`config.mk`:
```
export PLATFORM = sky130hd
export DESIGN_NAME = frame_deserializer
export DESIGN_NICKNAME = d
export VERILOG_FILES = /design/src/rtl/frame_deserializer.sv
export SDC_FILE = /design/constraint.sdc
export NUM_CORES = 1
export LEC_CHECK = 0
export BUFFER_PORTS_ARGS = -buffer_cell sky130_fd_sc_hd__buf_2
export CAP_MARGIN = 20
export CORE_ASPECT_RATIO = 0.8
export CORE_MARGIN = 2
export CORE_UTILIZATION = 61
export CTS_BUF_LIST = sky130_fd_sc_hd__clkbuf_16
export DETAILED_ROUTE_END_ITERATION = 6
export PLACE_DENSITY = 0.95
export SLEW_MARGIN = 20
export SYNTH_ARGS = -nofsm -noshare
export SYNTH_HDL_FRONTEND = slang
export SYNTH_SLANG_ARGS = --single-unit
```
`constraint.sdc`:
```
create_clock -name clk -period 6.2 [get_ports clk]
set_input_delay 0.31 -clock clk [delete_from_list [all_inputs] [get_ports clk]]
set_output_delay 0.31 -clock clk [all_outputs]
set_load 0.01 [all_outputs]
```
`src/rtl/frame_deserializer.sv`:
```
// Oversampled serial frame receiver: start bit, 5..DATA_WIDTH data bits, optional parity, stop bit.
// Produces a right-aligned word with a one-cycle valid pulse, plus sticky parity/stop error flags.
module frame_deserializer #(
    parameter int DATA_WIDTH   = 8,
    parameter int LEN_WIDTH    = 4,
    parameter int EDGE_WIDTH   = 5,
    parameter int SCALER_WIDTH = 5
) (
    input  logic                    clk,
    input  logic                    rst,
    input  logic                    des_en,
    input  logic                    start,
    input  logic                    sampled_bit,
    input  logic [EDGE_WIDTH-1:0]   edge_count,
    input  logic [SCALER_WIDTH-1:0] prescale,
    input  logic [LEN_WIDTH-1:0]    data_len,
    input  logic                    par_en,
    input  logic                    par_type,
    input  logic                    msb_first,
    output logic [DATA_WIDTH-1:0]   p_data,
    output logic                    data_valid,
    output logic                    par_err,
    output logic                    stp_err,
    output logic                    busy
);

    localparam int CW = $clog2(DATA_WIDTH + 1);

    // IDLE: wait for start | START: check start bit | DATA: collect bits | PARITY | STOP
    typedef enum logic [2:0] {IDLE, START, DATA, PARITY, STOP} state_t;

    state_t                    state_q;
    logic [CW-1:0]             len_q;
    logic [CW-1:0]             cnt_q;
    logic                      par_en_q;
    logic                      par_type_q;
    logic                      msb_q;
    logic [DATA_WIDTH-1:0]     shift_q;
    logic [DATA_WIDTH-1:0]     p_data_q;
    logic                      data_valid_q;
    logic                      par_err_q;
    logic                      stp_err_q;

    logic [SCALER_WIDTH-1:0]   strobe_pt;
    logic                      strobe;
    logic [CW-1:0]             bit_idx;
    logic                      last_bit;

    function automatic logic [CW-1:0] clamp_len(input logic [LEN_WIDTH-1:0] l);
        if (int'(l) < 5)
            return CW'(5);
        else if (int'(l) > DATA_WIDTH)
            return CW'(DATA_WIDTH);
        else
            return CW'(l);
    endfunction

    // Sample point sits just past mid-bit; the add wraps at SCALER_WIDTH bits.
    assign strobe_pt = (prescale >> 1) + SCALER_WIDTH'(2);
    assign strobe    = des_en && (SCALER_WIDTH'(edge_count) == strobe_pt);
    assign bit_idx   = msb_q ? (len_q - cnt_q - CW'(1)) : cnt_q;
    assign last_bit  = (cnt_q == len_q - CW'(1));

    always_ff @(posedge clk or posedge rst) begin
        if (rst) begin
            state_q      <= IDLE;
            len_q        <= CW'(5);
            cnt_q        <= '0;
            par_en_q     <= 1'b0;
            par_type_q   <= 1'b0;
            msb_q        <= 1'b0;
            shift_q      <= '0;
            p_data_q     <= '0;
            data_valid_q <= 1'b0;
            par_err_q    <= 1'b0;
            stp_err_q    <= 1'b0;
        end else begin
            data_valid_q <= 1'b0;
            if (state_q != IDLE && !des_en) begin
                state_q <= IDLE;
            end else begin
                case (state_q)
                    IDLE: begin
                        if (start && des_en) begin
                            state_q    <= START;
                            len_q      <= clamp_len(data_len);
                            par_en_q   <= par_en;
                            par_type_q <= par_type;
                            msb_q      <= msb_first;
                            cnt_q      <= '0;
                            shift_q    <= '0;
                            par_err_q  <= 1'b0;
                            stp_err_q  <= 1'b0;
                        end
                    end
                    START: begin
                        if (strobe)
                            state_q <= sampled_bit ? IDLE : DATA;
                    end
                    DATA: begin
                        if (strobe) begin
                            for (int i = 0; i < DATA_WIDTH; i++) begin
                                if (CW'(i) == bit_idx)
                                    shift_q[i] <= sampled_bit;
                            end
                            cnt_q <= cnt_q + CW'(1);
                            if (last_bit)
                                state_q <= par_en_q ? PARITY : STOP;
                        end
                    end
                    PARITY: begin
                        if (strobe) begin
                            par_err_q <= sampled_bit != ((^shift_q) ^ par_type_q);
                            state_q   <= STOP;
                        end
                    end
                    STOP: begin
                        if (strobe) begin
                            stp_err_q <= ~sampled_bit;
                            if (sampled_bit && !par_err_q) begin
                                p_data_q     <= shift_q;
                                data_valid_q <= 1'b1;
                            end
                            state_q <= IDLE;
                        end
                    end
                    default: state_q <= IDLE;
                endcase
            end
        end
    end

    assign p_data     = p_data_q;
    assign data_valid = data_valid_q;
    assign par_err    = par_err_q;
    assign stp_err    = stp_err_q;
    assign busy       = (state_q != IDLE);

endmodule
```
==> run_results.csv <==
group,metric,value,unit
cells_and_area,drive_gt1_frac,0.237,
timing,max_slew_margin,0.570,
grt,grt_pass1_wl,7780,µm
synthesis,synth_area,0.00214,mm²
min_path,hold_class,"in -> async",
power_and_ir_drop,p_leak,1.20,nW
synthesis,synthCells,228,
clocking,cts_hold_buf,0,
cells_and_area,finalNetCount,290,
clocking,root_buffer,"clkbuf_16",
setup_path,setup.worst_path.start_class,"flop",
placed_design,port_buffers,32,
synthesis,synthArstFlopShare,1.00,
timing,hold_violations,0,
floorplanning,initial_utilization,0.629,
synthesis,avgSynthCellArea,9.38,µm²
timing,rsz0062_at_grt,"false",
grt,grt_pass1_vias,1726,
setup_path,arrival,2600,ps
setup_path,cp-end-kind,"flop",
synthesis,ys_warn_count,0,
setup_path,required,6360,ps
route,dr.pass1.iters,4,
floorplanning,die_w,70.2,µm
grt,grt_usage,0.251,
clocking,post_cts_buffers,0,
setup_path,crit_fanout,7,
timing,fin_setup_tns,0,ps
route,first_iter_violations,142,
route,wl,4560,µm
floorplanning,ios,34,
setup_path,crit_top_cell,"inv_1",
grt,antenna_found_initial,0,
floorplanning,row_count,19,
placed_design,dp_cells,296,
clocking,cts_sinks,33,
synthesis,synth_seq_cells,33,
timing,max_freq,410,MHz
timing,final.min_clock_period,2440,ps
synthesis,ys.flop_type,"dfrtp_1",
route,vias_per_cell,5.92,
synthesis,yosysUniqueCellTypes,47,
synthesis,synth-edff-count,0,
cells_and_area,area_delta_synth_final,16.7,%
setup_path,critPathSlowestCell,"dfrtp_1",
power_and_ir_drop,vdd_drop_max,0.275,mV
flow_run,maxCapViolCount,0,
timing,tightestPinTransition,640,ps
run_status,status,"finished, final reports clean",
clocking,clk_pin_slew,60,ps
timing,final-setup-viol-count,0,
route,num_vias,1801,
route,drc,0,
clocking,cts.repair.resized,0,
floorplanning,coreArea,0.00340,mm²
cells_and_area,final_cells,304,
clocking,cts-htree-levels,2,
floorplanning,dieArea,0.00400,mm²
clocking,clock_path_buffers,2,
clocking,clk-insertion-delay-late,290,ps
timing,drv_slew,0,
grt,grt_overflow_total,0,
placed_design,hpwl,3300,µm
grt,grt_max_degree,34,
setup_path,crit_chain,"inv_1 -> ha_1 -> inv_1 -> fa_1 -> xor2_1 -> nor2_1 -> and4bb_2 -> a2bb2oi_1 -> o21ai_0",
power_and_ir_drop,power.density,346,mW/mm²
floorplanning,die_h,57.0,µm
cells_and_area,nFillCells,247,
route,wl_per_cell,15.0,µm
timing,min_period_over_period,0.393,
setup_path,path_class,"reg -> reg",
timing,skew,8.41,ps
synthesis,syn_nets,257,
placed_design,gp_congestion,0.895,
setup_path,slowest_delay,450,ps
synthesis,seq_area_frac_synth,0.387,
clocking,numCtsBuffers,5,
clocking,cts_tree,"yes",
cells_and_area,diodes,0,
route,ant_nets,0,
==> synth_stat cells (2+ instances only) <==
| master | instances | area share |
|---|---|---|
| a21oi_1 | 15 | 0.035 |
| a31oi_1 | 6 | 0.018 |
| and3_1 | 2 | 0.0059 |
| buf_4 | 2 | 0.0070 |
| clkbuf_1 | 2 | 0.0035 |
| dfrtp_1 | 31 | 0.36 |
| dfstp_2 | 2 | 0.025 |
| ha_1 | 6 | 0.035 |
| inv_1 | 25 | 0.044 |
| mux2_2 | 9 | 0.047 |
| mux2i_1 | 3 | 0.014 |
| nand2_1 | 19 | 0.033 |
| nand2b_1 | 2 | 0.0059 |
| nand3_1 | 6 | 0.014 |
| nand4_2 | 2 | 0.012 |
| nor2_1 | 10 | 0.018 |
| nor3_1 | 9 | 0.021 |
| o211ai_1 | 6 | 0.021 |
| o21ai_0 | 15 | 0.035 |
| o22ai_1 | 3 | 0.0088 |
| o32ai_1 | 5 | 0.020 |
| or2_2 | 2 | 0.0059 |
| or3_1 | 4 | 0.012 |
| xnor2_1 | 17 | 0.070 |
| xor2_1 | 3 | 0.012 |
==> worst max-delay path: cells and delay by family, from the launching register on <==
family | cells | cell delay, ps
buffers and inverters | 2 | 200
xor gates and xnor gates | 1 | 170
AOI/OAI and AO/OA | 2 | 450
and+or+nand+nor | 2 | 500
adders and majority gates | 2 | 560
DFF | 1 | 450
==> worst paths after layout <==
check / slack (ps) / end / from / depth (start not counted)
worst max-delay path: 3760 / shift_q[3] / cnt_q[0] / 9
worst min-delay path: 120 / data_valid / rst / 3
worst max register to register: 3760 / shift_q[3] / cnt_q[0] / 9
worst min register to register: 500 / p_data[1] / p_data[1] / 1
max in group asynchronous: 5750 / len_q[2] / rst / 3
min in group clk: 210 / par_en_q / par_en / 3
==> metal layers <==
layer / GRT usage / vias to the layer above / wire (µm)
li1: - / 879 / -
met1: 0.322 / 845 / 1990
met2: 0.415 / 70 / 2170
met3: 0.0689 / 7 / 316
met4: 0.0879 / 0 / 78
met5: 0 / - / 0
==> through the flow <==
| step | util | setup WS (ps) | instance area [µm²] | power [mW] | hold WS, ps |
|---|---|---|---|---|---|
| floorplan | - | 4080 | 2140 | 0.489 | 388 |
| global placement | 0.678 | 3870 | 2310 | 0.526 | 413 |
| detailed placement | 0.678 | 3800 | 2310 | 0.537 | 429 |
| CTS | 0.734 | 3790 | 2500 | 0.862 | 129 |
| global route | 0.734 | 3530 | 2500 | 0.910 | 182 |
| finish | 0.734 | 3760 | 2500 | 0.863 | 116 |
==> placed cells by master, fill, tap and decap left out, types with 3 or more instances in the layout <==
cell type | Yosys | layout
buf_2 | 1 | 32
dfrtp_1 | 31 | 31
inv_1 | 25 | 25
nand2_1 | 19 | 19
xnor2_1 | 17 | 17
a21oi_1 | 15 | 15
o21ai_0 | 15 | 15
nor2_1 | 10 | 10
nor3_1 | 9 | 9
mux2_2 | 9 | 9
nand3_1 | 6 | 6
o211ai_1 | 6 | 6
a31oi_1 | 6 | 6
ha_1 | 6 | 6
o32ai_1 | 5 | 5
clkbuf_16 | 0 | 5
or3_1 | 4 | 4
xor2_1 | 3 | 3
o22ai_1 | 3 | 3
mux2i_1 | 3 | 3
==> state kept, by name (all words and copies together), names as in the netlist, 3 cells and up <==
| register | count |
|---|---|
| p_data | 8 |
| shift_q | 8 |
| cnt_q | 4 |
| len_q | 4 |
| state_q | 3 |
==> final cells by class <==
type | instances | area, µm² | share of cell area
Multi-Input combinational cell | 163 | 1160 | 0.466
Sequential cell | 33 | 828 | 0.332
Timing Repair Buffer | 33 | 168 | 0.0672
Clock buffer | 5 | 125 | 0.0501
Inverter | 25 | 93.8 | 0.0376
Clock inverter | 3 | 65.1 | 0.0261
Tap cell | 42 | 52.6 | 0.0211
==> report_power, final <==
part | internal (mW) | switching [mW] | total, mW
clock | 0.229 | 0.0943 | 0.324
sequential | 0.242 | 0.0305 | 0.272
combinational | 0.111 | 0.156 | 0.267
==> logic make-up (layout without fill, tap and decap cells) <==
kind of cell	count (synthesis)	in the layout	share of synthesized area
and+or+nand+nor	65	65	0.174
AOI/OAI and AO/OA	58	58	0.171
DFF	33	33	0.387
buffers and inverters	32	66	0.0685
xor gates and xnor gates	21	21	0.0925
muxes	12	12	0.0614
adders and majority gates	7	7	0.0445
No activity file was read; power rests on OpenSTA's default activity.
